**src/rtl/instruction_fetch_stage.sv**
```systemverilog
// rtl/instruction_fetch_stage.sv - PC, instruction memory address and IF/ID register; optional counters via FETCH_PERF_CNT_EN
module instruction_fetch_stage #(
    parameter logic [31:0] RESET_PC   = 32'h0000_0000,
    parameter int          IMEM_WORDS = 1024
) (
    input  logic        clk,
    input  logic        rst,
    input  logic        stall,
    input  logic        redirect_valid,
    input  logic [31:0] redirect_pc,
    output logic [31:0] imem_addr,
    input  logic [31:0] imem_instr,
    output logic        if_id_valid,
    output logic [31:0] if_id_pc,
    output logic [31:0] if_id_pc_plus4,
    output logic [31:0] if_id_instr,
    output logic        if_id_fault,
    output logic [31:0] perf_fetched,
    output logic [31:0] perf_bubbles
);

    localparam logic [0:0]  ST_RUN  = 1'b0;
    localparam logic [0:0]  ST_HALT = 1'b1;
    localparam logic [31:0] NOP     = 32'h0000_0013;
    // 33 bits so a 4 GiB memory still yields a correct bound
    localparam logic [32:0] IMEM_BYTES = 33'(IMEM_WORDS) << 2;

    logic [31:0] pc_q;
    logic [0:0]  state_q;
    logic        pc_in_range;
    logic [31:0] pc_plus4;

    assign imem_addr   = pc_q;
    assign pc_in_range = ({1'b0, pc_q} < IMEM_BYTES);
    assign pc_plus4    = pc_q + 32'd4;

    // PC, FSM and IF/ID register, prioritised rst > redirect > stall > run/halt
    always_ff @(posedge clk) begin
        if (rst) begin
            pc_q           <= {RESET_PC[31:2], 2'b00};
            state_q        <= ST_RUN;
            if_id_valid    <= 1'b0;
            if_id_pc       <= 32'h0;
            if_id_pc_plus4 <= 32'h0;
            if_id_instr    <= NOP;
            if_id_fault    <= 1'b0;
        end else if (redirect_valid) begin
            pc_q        <= {redirect_pc[31:2], 2'b00};
            state_q     <= ST_RUN;
            if_id_valid <= 1'b0;
            if_id_instr <= NOP;
            if_id_fault <= 1'b0;
        end else if (!stall) begin
            if (state_q == ST_RUN) begin
                if_id_valid    <= 1'b1;
                if_id_pc       <= pc_q;
                if_id_pc_plus4 <= pc_plus4;
                if (pc_in_range) begin
                    if_id_instr <= imem_instr;
                    if_id_fault <= 1'b0;
                    pc_q        <= pc_plus4;
                end else begin
                    // deliver the fault slot once, then freeze
                    if_id_instr <= NOP;
                    if_id_fault <= 1'b1;
                    state_q     <= ST_HALT;
                end
            end else begin
                if_id_valid <= 1'b0;
                if_id_instr <= NOP;
                if_id_fault <= 1'b0;
            end
        end
    end

`ifdef FETCH_PERF_CNT_EN
    logic        fetch_inc;
    logic        bubble_inc;
    logic [31:0] fetched_q;
    logic [31:0] bubbles_q;

    assign fetch_inc  = !redirect_valid && !stall && (state_q == ST_RUN) && pc_in_range;
    assign bubble_inc = redirect_valid || (!stall && (state_q == ST_HALT));

    // fetched/bubble counters, wrapping at 2^32
    always_ff @(posedge clk) begin
        if (rst) begin
            fetched_q <= 32'h0;
            bubbles_q <= 32'h0;
        end else begin
            if (fetch_inc) begin
                fetched_q <= fetched_q + 32'd1;
            end
            if (bubble_inc) begin
                bubbles_q <= bubbles_q + 32'd1;
            end
        end
    end

    assign perf_fetched = fetched_q;
    assign perf_bubbles = bubbles_q;
`else
    assign perf_fetched = 32'h0;
    assign perf_bubbles = 32'h0;
`endif

endmodule

```
**config.mk**
```make
export PLATFORM = sky130hd
export DESIGN_NAME = instruction_fetch_stage
export DESIGN_NICKNAME = d
export VERILOG_FILES = /design/src/rtl/instruction_fetch_stage.sv
export SDC_FILE = /design/constraint.sdc
export NUM_CORES = 1
export LEC_CHECK = 0
export ABC_AREA = 1
export BUFFER_PORTS_ARGS = -buffer_cell sky130_fd_sc_hd__buf_4
export CORE_MARGIN = 3
export CORE_UTILIZATION = 40
export CTS_BUF_LIST = sky130_fd_sc_hd__clkbuf_4 sky130_fd_sc_hd__clkbuf_8
export DETAILED_ROUTE_END_ITERATION = 10
export PLACE_DENSITY = 0.66
export RECOVER_POWER = 100
export SLEW_MARGIN = 20
export SYNTH_ARGS = -nofsm -noshare
export SYNTH_HDL_FRONTEND = slang
export SYNTH_SLANG_ARGS = --single-unit
```
**constraint.sdc**
```tcl
create_clock -name clk -period 2.24 [get_ports clk]
set_input_delay 0 -clock clk [delete_from_list [all_inputs] [get_ports clk]]
set_output_delay 0 -clock clk [all_outputs]
set_load 0.005 [all_outputs]
```
==> flow_summary.json <==
{
  "status": "finished clean",
  "synth_top_family_by_area": "simple AND/OR/NAND/NOR gates",
  "synthCells": 879,
  "gp_congestion": 0.913,
  "synth_top_area_cell": "dfxtp_1",
  "core_area_sq_mm": 0.0146,
  "yosysMostFrequentCell": "nand2_1",
  "fin_skew_ns": 0.0156,
  "antenna_left": 0,
  "cap_viol_max_count": 0,
  "drt_first_pass_iters": 5,
  "crit_chain": "or2_0, nor2_2, nand4_2, buf_4, o22ai_1, nand2_1, dlygate4sd3_1",
  "p_int_mw": 3.61,
  "cp_max_fo": 21,
  "cts_tree": "built",
  "clock-sinks": 125,
  "cts_buffer_depth": 2,
  "worst_slew_pin_slew_ns": 0.675,
  "wire_per_inst_um": 14.6,
  "dieArea_sq_mm": 0.0165,
  "clkPwrFrac_pct": 35.3,
  "dieHeight_um": 128,
  "peakVddDrop_mv": 0.635,
  "synth_compound_area_share_pct": 12.3,
  "grt_pass1_vias": 5950,
  "p_comb_share_pct": 16.0,
  "tns_ns": 0,
  "io_buffer_count": 189,
  "path_clk_slew_ns": 0.07,
  "synth_fa_ha_area_share_pct": 0.209,
  "synth.area.mux_share_pct": 0,
  "yosys_register_bits": 125,
  "antenna_found_initial": 0,
  "rsz0062_at_grt": "false",
  "die_w_um": 128,
  "wl_mm": 19.5,
  "grt_use_total_pct": 23.3,
  "route.detailed.drc": 0,
  "dr_total_vias": 6427,
  "end_kind": "flop",
  "top_level_ports": 262,
  "cp-start-kind": "flop",
  "crit_type": "reg2reg",
  "cpPeakStageDelay_ns": 0.55,
  "seqPwrFrac_pct": 48.8,
  "synth-xor-area-share_pct": 0.585,
  "period_needed_ns": 2.03,
  "dp.cells": 1236,
  "finish.instance_area_sq_mm": 0.00832,
  "yosys-top-cells-area": "dfxtp_1, nand2_1, buf_4",
  "yosysTopAreaCellShare_pct": 41.8,
  "place_area_sq_mm": 0.00741,
  "clkLatencyLatePin_ns": 0.44,
  "dpl.hpwl_mm": 13.8,
  "cts_buffers": 17,
  "min_path_type": "in2reg",
  "synth_flop_cell": "dfxtp_1",
  "nets": 1217,
  "root_buffer": "clkbuf_8",
  "floorplan.initialDensity_pct": 41.1,
  "drive_gt1_share_pct": 17.7,
  "seq_area_frac_synth_pct": 41.8,
  "num-fill-cells": 1418,
  "fmax_ghz": 0.493,
  "power.switching_mw": 1.31,
  "syn_area_per_cell_sq_um": 6.82,
  "cp_slowest_cell": "dlygate4sd3_1",
  "required_ns": 2.56,
  "grt_overflow_total": 0,
  "power_density_mw_per_mm2": 591,
  "finalNonFillerCells": 1339,
  "grt_pass1_wl_mm": 30.4,
  "grt_max_degree": 62,
  "drv_slew": 0,
  "p_leak_nw": 3.69,
  "yosys.area_share.simple_pct": 28.6,
  "rows": 44,
  "postCtsSetupBuffers": 0,
  "async_reset_ff_share_pct": 0,
  "cp.arrival_ns": 2.35,
  "ys_types": 24,
  "area_delta_synth_final_pct": 38.9,
  "relSlewSlack_pct": 55.0,
  "finalHoldViolations": 0,
  "setup_violations": 0,
  "post_drt_via_cell_ratio": 4.80,
  "first_iter_violations": 468,
  "netSwitchingFraction_pct": 26.5,
  "n_antenna_cell": 0,
  "htree_levels": 4,
  "synth-edff-count": 0,
  "syn_area_sq_mm": 0.00599,
  "synth_top_cells_by_count": "nand2_1, dfxtp_1, nor2_1",
  "fin_crit_sh_pct": 90.5,
  "yosys_warnings": 0,
  "final_core_util_pct": 57.0
}
==> through the flow <==
step                power [mW]  hold slack [ns]  setup slack (ns)
finish                    4.92           0.0236             0.213
global route              5.15           0.0321            0.0679
CTS                       4.98         0.000130             0.193
detailed placement        3.15            0.221             0.482
global placement          3.14            0.215             0.508
floorplan                 2.87            0.128             0.546
==> logic make-up (layout without fill, tap and decap cells) <==
family,after synthesis,count (layout)
AND/OR/NAND/NOR,419,419
buffers and inverters,185,392
AO/OA/AOI/OAI,144,144
flip-flops,125,125
XOR/XNOR,4,4
adder cells (fa/ha/maj),1,1
other,1,70
==> area by class of cell <==
| cell class | count | area [sq um] | area share, % |
|---|---|---|---|
| Multi-Input combinational cell | 638 | 2760 | 33.2 |
| Sequential cell | 125 | 2500 | 30.1 |
| Timing Repair Buffer | 294 | 2230 | 26.8 |
| Clock buffer | 22 | 278 | 3.34 |
| Inverter | 72 | 270 | 3.25 |
| Tap cell | 184 | 230 | 2.77 |
| Clock inverter | 4 | 45.0 | 0.541 |
==> worst max-delay path: cells and delay by family (launching register included) <==
| family | cells | cell delay (ns) |
|---|---|---|
| compound gates | 1 | 0.15 |
| buf+inv | 2 | 0.79 |
| flops | 1 | 0.38 |
| simple gates | 4 | 0.60 |
==> repair_timing <==
action	CTS	global route
hold endpoints to repair	64	0
resized for setup	0	1
hold buffers	77	0
setup endpoints to repair	0	1
==> placed cells by master (no fill, tap or decap), types with 3 or more instances in the layout <==
master / count
clkbuf_4: 87
buf_4: 89
conb_1: 70
clkbuf_1: 43
inv_1: 71
xor2_1: 4
nor2_2: 3
o21ai_0: 44
clkbuf_8: 18
o211ai_1: 4
dlygate4sd3_1: 77
nor3_1: 8
dfxtp_1: 125
o22ai_1: 3
nand2_1: 224
a21oi_1: 93
nand3_1: 76
nor2_1: 99
nand4_1: 6
clkinv_2: 3
==> worst paths after layout <==
kind,from,endpoint,slack (ns),cells after the start
worst min-delay path,redirect_valid,imem_addr[14]$_SDFFE_PP0P_,0.02,3
worst max register to register,imem_addr[12]$_SDFFE_PP0P_,if_id_instr[4]$_SDFFE_PP1N_,0.21,7
worst min register to register,if_id_instr[31]$_SDFFE_PP0N_,if_id_instr[31]$_SDFFE_PP0N_,0.46,2
worst max-delay path,imem_addr[12]$_SDFFE_PP0P_,if_id_instr[4]$_SDFFE_PP1N_,0.21,7
==> per-layer routing <==
metal | track usage (%) | vias to the layer above | share of wire [%]
met5 | 0 | - | 0
met4 | 8.55 | 0 | 2.4
met3 | 7.51 | 37 | 9.5
met2 | 38.2 | 297 | 47
met1 | 28.6 | 2888 | 41
li1 | - | 3205 | -
==> flip-flops by register name (all words and copies together), names as in the netlist <==
name and count:
if_id_fault 1, if_id_instr 32, if_id_pc 30, if_id_pc_plus4 30
if_id_valid 1, imem_addr 30, state_q 1
==> power groups by stage <==
stage | sequential (mW) | clock [mW] | combinational, mW
2_1_floorplan | 2.46 | 0 | 0.408
3_3_place_gp | 2.45 | 0 | 0.697
3_5_place_dp | 2.45 | 0 | 0.703
4_1_cts | 2.40 | 1.77 | 0.808
5_1_grt | 2.41 | 1.87 | 0.872
6_report | 2.40 | 1.73 | 0.785
Power figures use the tool's default switching activity.
